[src/rtl/cpu_core_pkg.sv]
// Shared definitions for the Hack-style cpu_core: FSM states, instruction
// field positions and a small decode helper.
package cpu_core_pkg;

  localparam int DefaultWordSize = 16;

  localparam int INSTR_BIT = 15;
  localparam int A_BIT     = 12;
  localparam int COMP_HI   = 11;
  localparam int COMP_LO   = 6;
  localparam int DEST_A    = 5;
  localparam int DEST_D    = 4;
  localparam int DEST_M    = 3;
  localparam int JLT       = 2;
  localparam int JEQ       = 1;
  localparam int JGT       = 0;

  typedef enum logic [1:0] {
    FETCH = 2'd0,
    READ  = 2'd1,
    EXEC  = 2'd2,
    WRITE = 2'd3
  } state_t;

  // A C-instruction whose y operand comes from memory needs a load first
  function automatic logic needs_read(input logic [15:0] instr);
    return instr[INSTR_BIT] & instr[A_BIT];
  endfunction

endpackage

[src/rtl/cpu_core_alu.sv]
// Hack ALU: optional zero/negate on each operand, add or and, optional
// negate of the result, plus zero and negative flags.
module alu
  import cpu_core_pkg::*;
#(
  parameter int WordSize = DefaultWordSize
) (
  input  logic [WordSize-1:0] x,
  input  logic [WordSize-1:0] y,
  input  logic                zx,
  input  logic                nx,
  input  logic                zy,
  input  logic                ny,
  input  logic                f,
  input  logic                no,
  output logic [WordSize-1:0] out,
  output logic                zr,
  output logic                ng
);

  logic [WordSize-1:0] xs;
  logic [WordSize-1:0] ys;
  logic [WordSize-1:0] fo;

  always_comb begin
    xs = zx ? '0 : x;
    if (nx) xs = ~xs;
    ys = zy ? '0 : y;
    if (ny) ys = ~ys;
    fo = f ? (xs + ys) : (xs & ys);
    out = no ? ~fo : fo;
  end

  assign zr = (out == '0);
  assign ng = out[WordSize-1];

endmodule

[src/rtl/cpu_core.sv]
// Multi-cycle Hack CPU: fetch/read/exec/write FSM driving an ALU, with
// instruction and data memories behind req/ack handshakes.
module cpu_core
  import cpu_core_pkg::*;
#(
  parameter int WordSize = DefaultWordSize
) (
  input  logic                clk,
  input  logic                reset,
  output logic                imem_req,
  output logic [WordSize-1:0] imem_addr,
  input  logic                imem_ack,
  input  logic [15:0]         imem_data,
  output logic                dmem_req,
  output logic                dmem_we,
  output logic [WordSize-1:0] dmem_addr,
  output logic [WordSize-1:0] dmem_wdata,
  input  logic                dmem_ack,
  input  logic [WordSize-1:0] dmem_rdata,
  output logic [WordSize-1:0] pc,
  output logic [WordSize-1:0] a_reg,
  output logic [WordSize-1:0] d_reg,
  output logic                retire
);

  state_t              state;
  logic [15:0]         ir;
  logic [WordSize-1:0] m_latch;
  logic [WordSize-1:0] y_in;
  logic [WordSize-1:0] alu_out;
  logic                zr;
  logic                ng;
  logic                jump;

  assign imem_addr = pc;
  assign y_in      = ir[A_BIT] ? m_latch : a_reg;

  alu #(.WordSize(WordSize)) u_alu (
    .x   (d_reg),
    .y   (y_in),
    .zx  (ir[COMP_HI]),
    .nx  (ir[COMP_HI-1]),
    .zy  (ir[COMP_HI-2]),
    .ny  (ir[COMP_HI-3]),
    .f   (ir[COMP_LO+1]),
    .no  (ir[COMP_LO]),
    .out (alu_out),
    .zr  (zr),
    .ng  (ng)
  );

  assign jump = (ir[JLT] & ng) | (ir[JEQ] & zr) | (ir[JGT] & ~ng & ~zr);

  // a_reg still holds A_old during EXEC, so jump target and store address use it directly
  always_ff @(posedge clk) begin
    if (reset) begin
      state      <= FETCH;
      pc         <= '0;
      a_reg      <= '0;
      d_reg      <= '0;
      ir         <= '0;
      m_latch    <= '0;
      dmem_addr  <= '0;
      dmem_wdata <= '0;
      imem_req   <= 1'b0;
      dmem_req   <= 1'b0;
      dmem_we    <= 1'b0;
      retire     <= 1'b0;
    end else begin
      retire <= 1'b0;
      case (state)
        FETCH: begin
          if (!imem_req) begin
            imem_req <= 1'b1;
          end else if (imem_ack) begin
            ir       <= imem_data;
            imem_req <= 1'b0;
            if (needs_read(imem_data)) begin
              dmem_req  <= 1'b1;
              dmem_we   <= 1'b0;
              dmem_addr <= a_reg;
              state     <= READ;
            end else begin
              state <= EXEC;
            end
          end
        end
        READ: begin
          if (dmem_ack) begin
            m_latch  <= dmem_rdata;
            dmem_req <= 1'b0;
            state    <= EXEC;
          end
        end
        EXEC: begin
          if (!ir[INSTR_BIT]) begin
            a_reg    <= WordSize'(ir[14:0]);
            pc       <= pc + WordSize'(1);
            retire   <= 1'b1;
            imem_req <= 1'b1;
            state    <= FETCH;
          end else begin
            if (ir[DEST_A]) a_reg <= alu_out;
            if (ir[DEST_D]) d_reg <= alu_out;
            pc <= jump ? a_reg : pc + WordSize'(1);
            if (ir[DEST_M]) begin
              dmem_addr  <= a_reg;
              dmem_wdata <= alu_out;
              dmem_req   <= 1'b1;
              dmem_we    <= 1'b1;
              state      <= WRITE;
            end else begin
              retire   <= 1'b1;
              imem_req <= 1'b1;
              state    <= FETCH;
            end
          end
        end
        WRITE: begin
          if (dmem_ack) begin
            dmem_req <= 1'b0;
            dmem_we  <= 1'b0;
            retire   <= 1'b1;
            imem_req <= 1'b1;
            state    <= FETCH;
          end
        end
        default: state <= FETCH;
      endcase
    end
  end

endmodule

[config.mk]
export PLATFORM = sky130hd
export DESIGN_NAME = cpu_core
export DESIGN_NICKNAME = d
export VERILOG_FILES = /design/src/rtl/cpu_core_pkg.sv /design/src/rtl/cpu_core_alu.sv /design/src/rtl/cpu_core.sv
export SDC_FILE = /design/constraint.sdc
export NUM_CORES = 1
export LEC_CHECK = 0
export ABC_AREA = 1
export CAP_MARGIN = 25
export CORE_MARGIN = 2
export CORE_UTILIZATION = 45
export CTS_CLUSTER_SIZE = 24
export DETAILED_ROUTE_END_ITERATION = 10
export DONT_BUFFER_PORTS = 1
export PLACE_DENSITY = 0.62
export SKIP_CTS_REPAIR_TIMING = 1
export SYNTH_ARGS = -nofsm -noshare
export SYNTH_HDL_FRONTEND = slang
export SYNTH_HIERARCHICAL = 1
export SYNTH_SLANG_ARGS = --single-unit
[constraint.sdc]
create_clock -name clk -period 6.3 [get_ports clk]
set_clock_uncertainty 0.2 [all_clocks]
set_input_delay 1.26 -clock clk [delete_from_list [all_inputs] [get_ports clk]]
set_output_delay 1.26 -clock clk [all_outputs]
set_load 0.1 [all_outputs]
==> out/summary.txt <==
Nets@finish - 1190
Largest cells by area after synthesis - dfxtp_1 33%, nand2_1 15%, o21ai_0 8.1%
Initial antenna violation count - 3
CP endpoint kind - flip-flop
GR Layer Usage met3 - 0.08550
Max transition margin - 0.2678
Antenna viol nets, final - 0
Worst skew pair latency - 0.42 ns
Synth unique cells - 37
Most frequent cells in the layout - 289 x nand2_1, 147 x inv_1, 117 x o21ai_0, 110 x nand3_1, 107 x nor2_1
Critical path class - flip-flop to flip-flop
Top Ports - 136
Max Buffers Root-to-Sink - 2
Area Growth Syn to Fin - 11.65%
Std cell rows - 46
Register bit total from synthesis - 118
Die height - 130.8 um
Final HPWL DP - 16.50 mm
Setup-failing EPs final - 0
Starting Density - 0.4572
Gate Count Post-Synth - 1149
Hold path endpoint - ir[14]
Max frequency - 0.1842 GHz
Worst endpoint data arrival time - 5.58 ns
CTS root buffer - clkbuf_16
Leakage - 3.730 nW
Layout cells sized above 1 - 0.09661
Area leader, netlist - dfxtp_1
Most common cell after layout, fill and taps aside - nand2_1
First-pass GRT wire length - 34.46 mm
Iter 0 DRT Violations - 593
Final Hold Fails - 0
Die W - 130.8 um
Synthesized cell area - 7237 um^2
Final non-filler cell total - 1367
DRT Wirelength - 22.53 mm
Fin Hold WS - 0.2584 ns
Grt met2 use - 0.3894
Pins Over Slew Limit - 0
Vias in the first global route - 6539
Filler cells - 1664
Hold Crit Class - flip-flop to flip-flop
Final min period - 5.427 ns
Worst Tran Pin Value - 1.098 ns
Tcrit/Tclk final - 0.8615
Vias per cell - 5.206
Slowest stage delay, CP - 0.80 ns
Avg Inst Size Synth - 6.298 um^2
Worst Setup Start Kind - flip-flop
# DRC - 0
Clock Sinks - 118
Gr busiest metal - met2
CP max stage cell - dfxtp_1
Total power - 2.795 mW
Outcome - finished clean
PD cells - 345.9 nW/um^2
TritonCTS clock tree - built
WP buf/inv - 2
FF-to-FF End - imem_addr[3]
Final TNS setup - 0 ns
Core area - 15830 um^2
CP required - 6.45 ns
Via count - 7117
Share of the synthesized area in the top cell type - 0.3264
Worst Min Path Start - ir[14]
Clock transition at path regs - 0.05 ns
H-tree depth - 4
Routing usage on met1 - 0.3533
IO Port Bufs - 0
Most used cell, CP - nand2_1
RSZ-0062 raised after global routing - false
CTS Buf Count - 17
Reg2Reg Setup Slack - 0.87 ns
Reg-to-Reg Start - ir[12]
Hold Path Stages - 2
Iteration count of the initial detailed-routing pass - 5
Syn Nets - 1203
Max VDD drop - 0.0003320 V
Cell family with most CP delay - simple AND/OR/NAND/NOR gates
Routability cong. - 0.9426
Placed cell count - 1332
Cells on worst reg2reg path - 27
Total of max-cap violations - 0
Yosys warns - 6
Die area - 17110 um^2
Post-synthesis sequential area ratio - 0.3264
Total global-route track usage - 0.2626
Avg WL per Cell - 16.48 um
Gr ovfl total - 0
Pin count of the biggest net entering global routing - 48
Critical Path Fanout Max - 29
[through the flow]
| stage | utilization | worst slack, ns | area (um^2) |
|---|---|---|---|
| 2_1_floorplan | - | 1.908 | 7237 |
| 3_3_place_gp | 0.4691 | 1.077 | 7425 |
| 3_5_place_dp | 0.4691 | 1.020 | 7425 |
| 4_1_cts | 0.5085 | 1.012 | 8048 |
| 5_1_grt | 0.5104 | 0.3112 | 8078 |
| 6_report | 0.5105 | 0.8725 | 8080 |
[layout make-up]
class	count	area, um^2	area share
clock buffer	19	442.9	0.05482
antenna	2	5.005	0.0006194
inverter	155	581.8	0.07200
sequential	118	2382	0.2948
clock inverter	13	180.2	0.02230
tap	216	270.3	0.03345
timing repair buffer	39	312.8	0.03871
multi-input combinational	805	3905	0.4833
[layer usage]
layer / share of wire / up-vias
met2: 0.42 / 286
met4: 0.028 / 2
met1: 0.45 / 3169
met5: 0.00058 / -
met3: 0.094 / 46
li1: - / 3614
[power by group]
group	total [mW]	switching [mW]	internal, mW
combinational	0.721	0.533	0.188
clock	1.03	0.356	0.669
sequential	1.05	0.244	0.805
total	2.80	1.13	1.66
[cells in the mapped netlist]
cell type / n
nand2_1: 289
inv_1: 148
dfxtp_1: 118
o21ai_0: 117
nand3_1: 110
nor2_1: 107
a21oi_1: 85
xor2_1: 35
clkbuf_1: 33
buf_4: 18
ha_1: 17
buf_2: 12
nand4_1: 8
nand2_2: 7
inv_2: 5
nand3_2: 4
nor2_2: 4
a31oi_1: 3
clkbuf_8: 3
buf_1: 2
clkbuf_4: 2
clkinv_1: 2
nand3b_1: 2
nor3_1: 2
o211ai_1: 2
o21ai_1: 2
xnor2_1: 2
a211oi_1: 1
a21oi_4: 1
and2_1: 1
and3_1: 1
clkbuf_2: 1
fa_1: 1
nor2_4: 1
nor3_2: 1
o2111ai_1: 1
or2_2: 1
[worst register-to-register path, stage by stage (launching register included)]
cell and delay, ns:
dfxtp_1 0.80, o21ai_0 0.21, nand2_1 0.12, xor2_1 0.17, inv_1 0.09, ha_1 0.26
fa_1 0.44, nand3_1 0.15, nand3_2 0.11, nand2_1 0.10, nand2_1 0.08, nand2_1 0.11
nand2_1 0.08, nand2_1 0.06, nand3_1 0.08, nand3_1 0.09, nand2_1 0.21, nor2_2 0.15
nand2_1 0.05, nor2_1 0.13, inv_1 0.05, nand3_1 0.07, nand3_1 0.42, nand2_1 0.69
o21ai_0 0.19, nand3_1 0.10, nand2_1 0.05, nor2_1 0.09
[worst max-delay path by stage]
| stage | startpoint | endpoint | slack (ns) | depth (start not counted) |
|---|---|---|---|---|
| floorplan | a_reg[0] | imem_addr[3] | 1.91 | 28 |
| CTS | ir[12] | imem_addr[3] | 1.01 | 27 |
| finish | ir[12] | imem_addr[3] | 0.87 | 27 |
| global route | ir[12] | imem_addr[11] | 0.31 | 28 |
| detailed placement | ir[12] | imem_addr[11] | 1.02 | 27 |
| global placement | ir[12] | imem_addr[3] | 1.08 | 28 |
[kinds of logic after synthesis]
logic type / synth area share
compound gates: 0.1502
xor+xnor: 0.04478
fa+ha+maj: 0.03216
buf+inv: 0.1340
flops: 0.3264
simple gates: 0.3124
No activity file was read; power rests on OpenSTA's default activity.
